**src/rtl/pipeline_scoreboard.sv**
```systemverilog
// Per-register countdown scoreboard producing stall/flush controls for a five-stage pipeline.
// Covers ALU ops, loads and multi-cycle units with latency up to 2^LATW-1.
module pipeline_scoreboard #(
    parameter int unsigned NREG = 32,
    parameter int unsigned AW   = 5,
    parameter int unsigned LATW = 3,
    parameter int unsigned CNTW = 16
) (
    input  logic            clk,
    input  logic            rst,
    input  logic            valid_d,
    input  logic [AW-1:0]   RS1_D,
    input  logic [AW-1:0]   RS2_D,
    input  logic            use_rs1_d,
    input  logic            use_rs2_d,
    input  logic [AW-1:0]   RD_D,
    input  logic            RegWrite_D,
    input  logic [LATW-1:0] Lat_D,
    input  logic            PCSrcE,
    output logic            StallF,
    output logic            StallD,
    output logic            FlushD,
    output logic            FlushE,
    output logic [NREG-1:0] busy,
    output logic [CNTW-1:0] stall_count
);

    localparam logic [AW:0] NregW = (AW+1)'(NREG);

    logic [LATW-1:0] cnt_q [NREG];
    logic [LATW-1:0] cnt_d [NREG];
    logic [CNTW-1:0] stall_count_q;
    logic [CNTW-1:0] stall_count_d;

    logic            rs1_ok, rs2_ok, rd_ok;
    logic [LATW-1:0] rs1_cnt, rs2_cnt, rd_cnt;
    logic [LATW-1:0] lat_n;
    logic            raw, waw, hazard, issue, alloc;

    // Index 0 and indices beyond NREG are never tracked.
    assign rs1_ok = (RS1_D != '0) && ({1'b0, RS1_D} < NregW);
    assign rs2_ok = (RS2_D != '0) && ({1'b0, RS2_D} < NregW);
    assign rd_ok  = (RD_D  != '0) && ({1'b0, RD_D}  < NregW);

    assign rs1_cnt = rs1_ok ? cnt_q[RS1_D] : '0;
    assign rs2_cnt = rs2_ok ? cnt_q[RS2_D] : '0;
    assign rd_cnt  = rd_ok  ? cnt_q[RD_D]  : '0;

    assign lat_n = (Lat_D == '0) ? '0 : Lat_D - LATW'(1);

    assign raw    = (use_rs1_d && (rs1_cnt != '0)) || (use_rs2_d && (rs2_cnt != '0));
    assign waw    = RegWrite_D && rd_ok && (rd_cnt > lat_n);
    assign hazard = valid_d && (raw || waw);
    assign issue  = valid_d && !hazard && !PCSrcE;
    assign alloc  = issue && RegWrite_D && rd_ok;

    always_comb begin
        cnt_d[0] = '0;
        for (int unsigned r = 1; r < NREG; r++) begin
            cnt_d[r] = cnt_q[r];
            // A fresh allocation overrides the countdown in the same cycle.
            if (alloc && (RD_D == AW'(r))) begin
                cnt_d[r] = lat_n;
            end else if (cnt_q[r] != '0) begin
                cnt_d[r] = cnt_q[r] - LATW'(1);
            end
        end
    end

    always_comb begin
        stall_count_d = stall_count_q;
        if (hazard && !PCSrcE && (stall_count_q != '1)) begin
            stall_count_d = stall_count_q + CNTW'(1);
        end
    end

    always_ff @(posedge clk or negedge rst) begin
        if (!rst) begin
            for (int unsigned r = 0; r < NREG; r++) begin
                cnt_q[r] <= '0;
            end
            stall_count_q <= '0;
        end else begin
            for (int unsigned r = 0; r < NREG; r++) begin
                cnt_q[r] <= cnt_d[r];
            end
            stall_count_q <= stall_count_d;
        end
    end

    always_comb begin
        for (int unsigned r = 0; r < NREG; r++) begin
            busy[r] = (cnt_q[r] != '0);
        end
    end

    assign stall_count = stall_count_q;

    // Branch redirect outranks a hazard; a held reset flushes both boundaries.
    always_comb begin
        StallF = 1'b0;
        StallD = 1'b0;
        FlushD = 1'b0;
        FlushE = 1'b0;
        if (!rst || PCSrcE) begin
            FlushD = 1'b1;
            FlushE = 1'b1;
        end else if (hazard) begin
            StallF = 1'b1;
            StallD = 1'b1;
            FlushE = 1'b1;
        end
    end

endmodule

```
**config.mk**
```make
export PLATFORM = sky130hd
export DESIGN_NAME = pipeline_scoreboard
export DESIGN_NICKNAME = d
export VERILOG_FILES = /design/src/rtl/pipeline_scoreboard.sv
export SDC_FILE = /design/constraint.sdc
export NUM_CORES = 1
export LEC_CHECK = 0
export ABC_CLOCK_PERIOD_IN_PS = 8800
export CORE_MARGIN = 3
export CORE_UTILIZATION = 30
export DETAILED_ROUTE_END_ITERATION = 6
export GPL_ROUTABILITY_DRIVEN = 0
export MAX_ROUTING_LAYER = met4
export SYNTH_ARGS = -nofsm -noshare
export SYNTH_HDL_FRONTEND = slang
export SYNTH_SLANG_ARGS = --single-unit
```
**constraint.sdc**
```tcl
create_clock -name clk -period 8.8 [get_ports clk]
set_input_delay 1.76 -clock clk [delete_from_list [all_inputs] [get_ports clk]]
set_output_delay 1.76 -clock clk [all_outputs]
set_load 0.1 [all_outputs]
```
# [Word level (Yosys, flattened, before mapping)]
# Index checks and enable logic that the tools add are counted.
[word_totals] register_bits=109 latchBits=0 ramBits=0 romBits=0 input_bits=25 out_inout_bits=52 word_cells=299 mem_count=0
[classes] addsub=33 mul=0 div_mod_pow=0 magnitude_cmp=4 eq_ne=32 n_shift=0 mux=79 bitwise=3 reduce_logical=116
[op_table] op="two-way mux 3 bit" count=72
[op_table] op="nonzero test 3 bit" count=33
[op_table] op="subtractor 3 x 1 -> 3 bit, second input constant" count=32
[op_table] op="== test 5 bit, second input constant" count=16
[op_table] op="nonzero test 2 bit" count=31
[op_table] op="binary-select mux 3 bit (select 5 bit)" count=3
[op_table] op="logical AND 1 bit" count=42
[op_table] op="== test 5 x 4 -> 1 bit, second input constant" count=8
[op_table] op="== test 5 x 3 -> 1 bit, second input constant" count=4
[op_table] op=">= comparator 6 bit, second input constant" count=3
[op_table] op="NOT 5 -> 6 bit" count=3
[op_table] op="adder 16 x 1 -> 16 bit, second input constant" count=1
[op_table] op="!= test 16 bit, second input constant" count=1
[op_table] op="nonzero test 5 bit" count=3
[op_table] op="== test 5 x 2 -> 1 bit, second input constant" count=2
[op_table] op="== test 5 x 1 -> 1 bit, second input constant" count=1
[op_table] op="two-way mux 1 bit" count=4
[op_table] op="> comparator 3 bit" count=1
[op_table] op="zero test 1 bit" count=3
[op_table] op="zero test 3 bit" count=1
[op_table] op="logical OR 1 bit" count=3

# [Depth between registers and ports, before layout]
[depth] depth_word=17 mapped_depth=18 ltp_nobuf=14

# [Worst setup path before layout]
# OpenSTA, ideal clock, no wires.
[synth_path] path_kind="input to output" startpoint="input RD_D[0]" endpoint="output StallF" t_arrival_ns=6.534 required_ns=7.040 setup_slack_ns=0.506 cell_stages=14 n_path_buf=3 cell_sequence="buf_1 -> buf_1 -> mux4_2 -> mux4_2 -> mux2_2 -> ha_1 -> nor2b_1 -> o21ai_0 -> a221oi_1 -> or4_1 -> a211oi_2 -> a21boi_1 -> and2_1 -> buf_4"
[synth_via] elab_chain_cells=11 elab_cells_between_ends=13 cone_classes="order compare (1); mux (6); bitwise (1); reduce/logical (5)"
[synth_lines] element="start, declared" line_no="16" rtl="input logic [AW-1:0] RD_D,"
[synth_lines] element="NOT 5 -> 6 bit (implied by the code)" line_no="47" rtl="assign rd_cnt = rd_ok ? cnt_q[RD_D] : '0;"
[synth_lines] element="binary-select mux 3 bit (select 5 bit)" line_no="47"
[synth_lines] element="two-way mux 3 bit (implied by the code) (2 in a row)" line_no="47"
[synth_lines] element="two-way mux 3 bit" line_no="47"
[synth_lines] element="> comparator 3 bit" line_no="52" rtl="assign waw = RegWrite_D && rd_ok && (rd_cnt > lat_n);"
[synth_lines] element="logical AND 1 bit (*)" line_no="52"
[synth_lines] element="logical OR 1 bit (*)" line_no="53" rtl="assign hazard = valid_d && (raw || waw);"
[synth_lines] element="logical AND 1 bit (*)" line_no="53"
[synth_lines] element="two-way mux 1 bit (*) (2 in a row)"
[synth_lines] element="end, declared" line_no="20" rtl="output logic StallF,"
# Every way passes the cells marked *; elsewhere a longest branch is shown, timed or not. The select of a mux whose other input is x is not followed.

# [Worst setup path after layout]
[layout_path] startpoint="input RD_D[1]" endpoint="output StallF"
[layout_via] elab_chain_cells=11 elab_cells_between_ends=13 cone_classes="order compare (1); mux (6); bitwise (1); reduce/logical (5)"
[layout_lines] element="NOT 5 -> 6 bit (implied by the code)" line_no="47"
[layout_lines] element="binary-select mux 3 bit (select 5 bit)" line_no="47"
[layout_lines] element="two-way mux 3 bit (implied by the code) (2 in a row)" line_no="47"
[layout_lines] element="two-way mux 3 bit" line_no="47"
[layout_lines] element="> comparator 3 bit" line_no="52"
[layout_lines] element="logical AND 1 bit (*)" line_no="52"
[layout_lines] element="logical OR 1 bit (*)" line_no="53"
[layout_lines] element="logical AND 1 bit (*)" line_no="53"
[layout_lines] element="two-way mux 1 bit (*)" line_no="108" rtl="end else if (hazard) begin"
[layout_lines] element="two-way mux 1 bit (*)" line_no="105" rtl="if (!rst || PCSrcE) begin"
# Marks and branches as above.

==> flow_summary.json <==
{
  "cts_tree": "built",
  "worstSetupStartpointType": "primary input",
  "hold_viol_final": 0,
  "yosysMostFrequentCell": "mux2i_1",
  "p_per_area_nw_per_um2": 356.6,
  "pin_count": 77,
  "netlist_instances": 840,
  "reg2reg_depth": 12,
  "async_reset_ff_share_pct": 100.0,
  "gr-total-overflow": 0,
  "yosys_warnings": 0,
  "worstSkewPairLatency_ns": 0.36,
  "cts-buffers-inserted": 9,
  "drt-initial-drc-count": 542,
  "syn2layout_area_growth_pct": 15.97,
  "cts_root_buffer": "clkbuf_16",
  "antenna_found_initial": 0,
  "p_leak_nw": 4.456,
  "hold_depth": 1,
  "slowest_delay_ns": 0.89,
  "rsz0062_at_grt": "no",
  "synth_edf_count": 0,
  "cp.arrival_ns": 6.37,
  "yosysTopAreaCell": "dfrtp_1",
  "worstPathCellList": "clkdlybuf4s50_1 -> buf_4 -> mux4_2 -> mux4_2 -> mux2_2 -> ha_1 -> nor2b_1 -> o21ai_0 -> a221oi_1 -> or4_1 -> a211oi_2 -> a21boi_1 -> and2_1 -> buf_12",
  "path_max_fanout": 13,
  "place_hpwl_mm": 17.97,
  "via_count": 6555,
  "synth_seq_cells": 109,
  "syn_area_um2": 8628,
  "path_common_cell": "mux4_2",
  "nets": 981,
  "first_pass_iters": 7,
  "globalRouteTotalUtil_pct": 15.67,
  "synth_top_area_share_pct": 31.61,
  "maxCapViolations": 0,
  "clk_pin_slew_worst_paths_ns": 0.07,
  "finalCriticalPeriod_ns": 8.131,
  "io_buffers": 75,
  "antenna_cells": 0,
  "cts.sinks": 109,
  "worst_slew_pin_slew_ns": 1.051,
  "ir_drop_mv": 0.1413,
  "drive_above_1_share_pct": 10.85,
  "critPathSlowestCell": "clkdlybuf4s50_1",
  "wirelength_mm": 23.42,
  "maxSlewViolCount": 0,
  "ys_seq_area_share_pct": 31.61,
  "critPathKind": "primary input to primary output",
  "synth_area_per_cell_um2": 10.27,
  "required_ns": 7.04,
  "grt_pass1_wl_mm": 36.81,
  "hp-class": "flip-flop to flip-flop",
  "synth_area_leaders": "dfrtp_1 (32%), mux2i_1 (15%), ha_1 (9.6%)",
  "slew_headroom_pct": 29.74,
  "cts_buffer_depth": 2,
  "ys_types": 64,
  "dieArea_um2": 30830,
  "cts_setup_buffers": 0,
  "synth.net_count": 931,
  "num_rows": 61,
  "die_h_um": 175.6,
  "setup_viol": 0,
  "post_drt_wl_per_cell_um": 18.41,
  "cts.repair.resized": 0,
  "hold_buffers": 0,
  "detail-route-antenna-nets": 0,
  "drc": 0,
  "initial_core_util_pct": 30.72,
  "status": "finished, final reports clean",
  "synth_commonest_cells": "mux2i_1 (125), dfrtp_1 (109), inv_1 (70)",
  "routed_via_density": 5.153,
  "max_freq_ghz": 0.1230,
  "core_area_um2": 28090,
  "htreeDepth": 3,
  "ys.flop_type": "dfrtp_1",
  "die_w_um": 175.6,
  "crit_path_end_kind": "primary output",
  "finClkSkew_ns": 0.008501,
  "grt_pass1_vias": 6329,
  "tns_ns": 0,
  "grt_max_degree": 58,
  "period_share_pct": 92.40,
  "whs_ns": 0.5043
}
## per-stage QoR
stage	worst slack (ns)	instances	power (mW)	utilization [%]	instance area, um^2
final	0.6685	1272	3.568	35.62	10010
after global routing	0.3428	1272	3.857	35.62	10010
after CTS	0.6401	1272	3.592	35.62	10010
after detailed placement	0.6555	1257	3.173	34.62	9723
after global placement	0.7833	1257	3.139	34.62	9723
after floorplan	0.5058	840	2.638	-	8628
## final cells by class
| cell class | count | area [um^2] |
|---|---|---|
| Inverter | 71 | 266.5 |
| Multi-Input combinational cell | 614 | 5408 |
| Sequential cell | 109 | 2728 |
| Timing Repair Buffer | 85 | 848.3 |
| Clock buffer | 11 | 232.7 |
| Fill cell | 2871 | 18080 |
| Clock inverter | 4 | 50.05 |
| Tap cell | 378 | 473.0 |
## path summary, 6_finish.rpt
| check | startpoint | to | slack, ns |
|---|---|---|---|
| max | RD_D[1] | StallF | 0.67 |
| min | stall_count[9]$_DFFE_PN0P_ | stall_count[9]$_DFFE_PN0P_ | 0.50 |
| max reg2reg | cnt_q[67]$_DFFE_PN0P_ | cnt_q[13]$_DFFE_PN0P_ | 4.03 |
| min reg2reg | stall_count[9]$_DFFE_PN0P_ | stall_count[9]$_DFFE_PN0P_ | 0.50 |
| max in group asynchronous | rst | cnt_q[81]$_DFFE_PN0P_ | 6.15 |
| min in group asynchronous | rst | stall_count[10]$_DFFE_PN0P_ | 1.45 |
## per-layer routing
metal  GRT usage, %  up-vias  wire (um)
met5              -        -          0
met4          5.015        0        633
met3          2.767       51       1323
met2          24.37      201      10860
met1          20.82     3196      10600
li1               -     3107          -
## state kept, by name, indices dropped and copies added (netlist names)
register	count
cnt_q	93
stall_count	16
## logic make-up (layout without fill, tap and decap cells)
family,count (synthesis),after routing,synth area share [%]
AND/OR/NAND/NOR,260,260,19.33
multiplexers,160,160,22.98
buffers and inverters,117,171,5.800
flip-flops,109,109,31.61
AO/OA/AOI/OAI,83,83,6.192
adder cells (fa/ha/maj),66,66,9.571
XOR/XNOR,44,44,4.466
other,1,1,0.04346
## placed cells by master (no fill, tap or decap), types with 4 or more instances in the layout
master and n:
inv_1 70, nand3_1 6, and3_1 4, a211oi_1 9
and4b_1 8, xnor2_1 43, nand3_4 9, nand2b_1 39
nand3_2 6, nor3_1 33, nor2b_1 6, mux4_2 30
ha_1 66, nand2_1 48, mux2i_1 125, a2111oi_0 6
dfrtp_1 109, mux2_2 5, nand4_4 5, a21oi_1 11
o21ai_0 36, nor4_1 19, clkdlybuf4s50_1 70, nand4_1 8
nor2_1 39, clkbuf_16 9, buf_4 11
## where the power goes
group	switching, mW	internal [mW]
Combinational	1.22	0.806
Sequential	0.383	0.750
Clock	0.187	0.219
Total	1.79	1.78
## critical path, delay by kind of cell
| kind | cells | cell delay, ns |
|---|---|---|
| buffers and inverters | 3 | 1.40 |
| multiplexers | 3 | 1.08 |
| AND/OR/NAND/NOR | 3 | 0.98 |
| AO/OA/AOI/OAI | 4 | 0.83 |
| adder cells (fa/ha/maj) | 1 | 0.30 |
No activity file was read; power rests on OpenSTA's default activity.
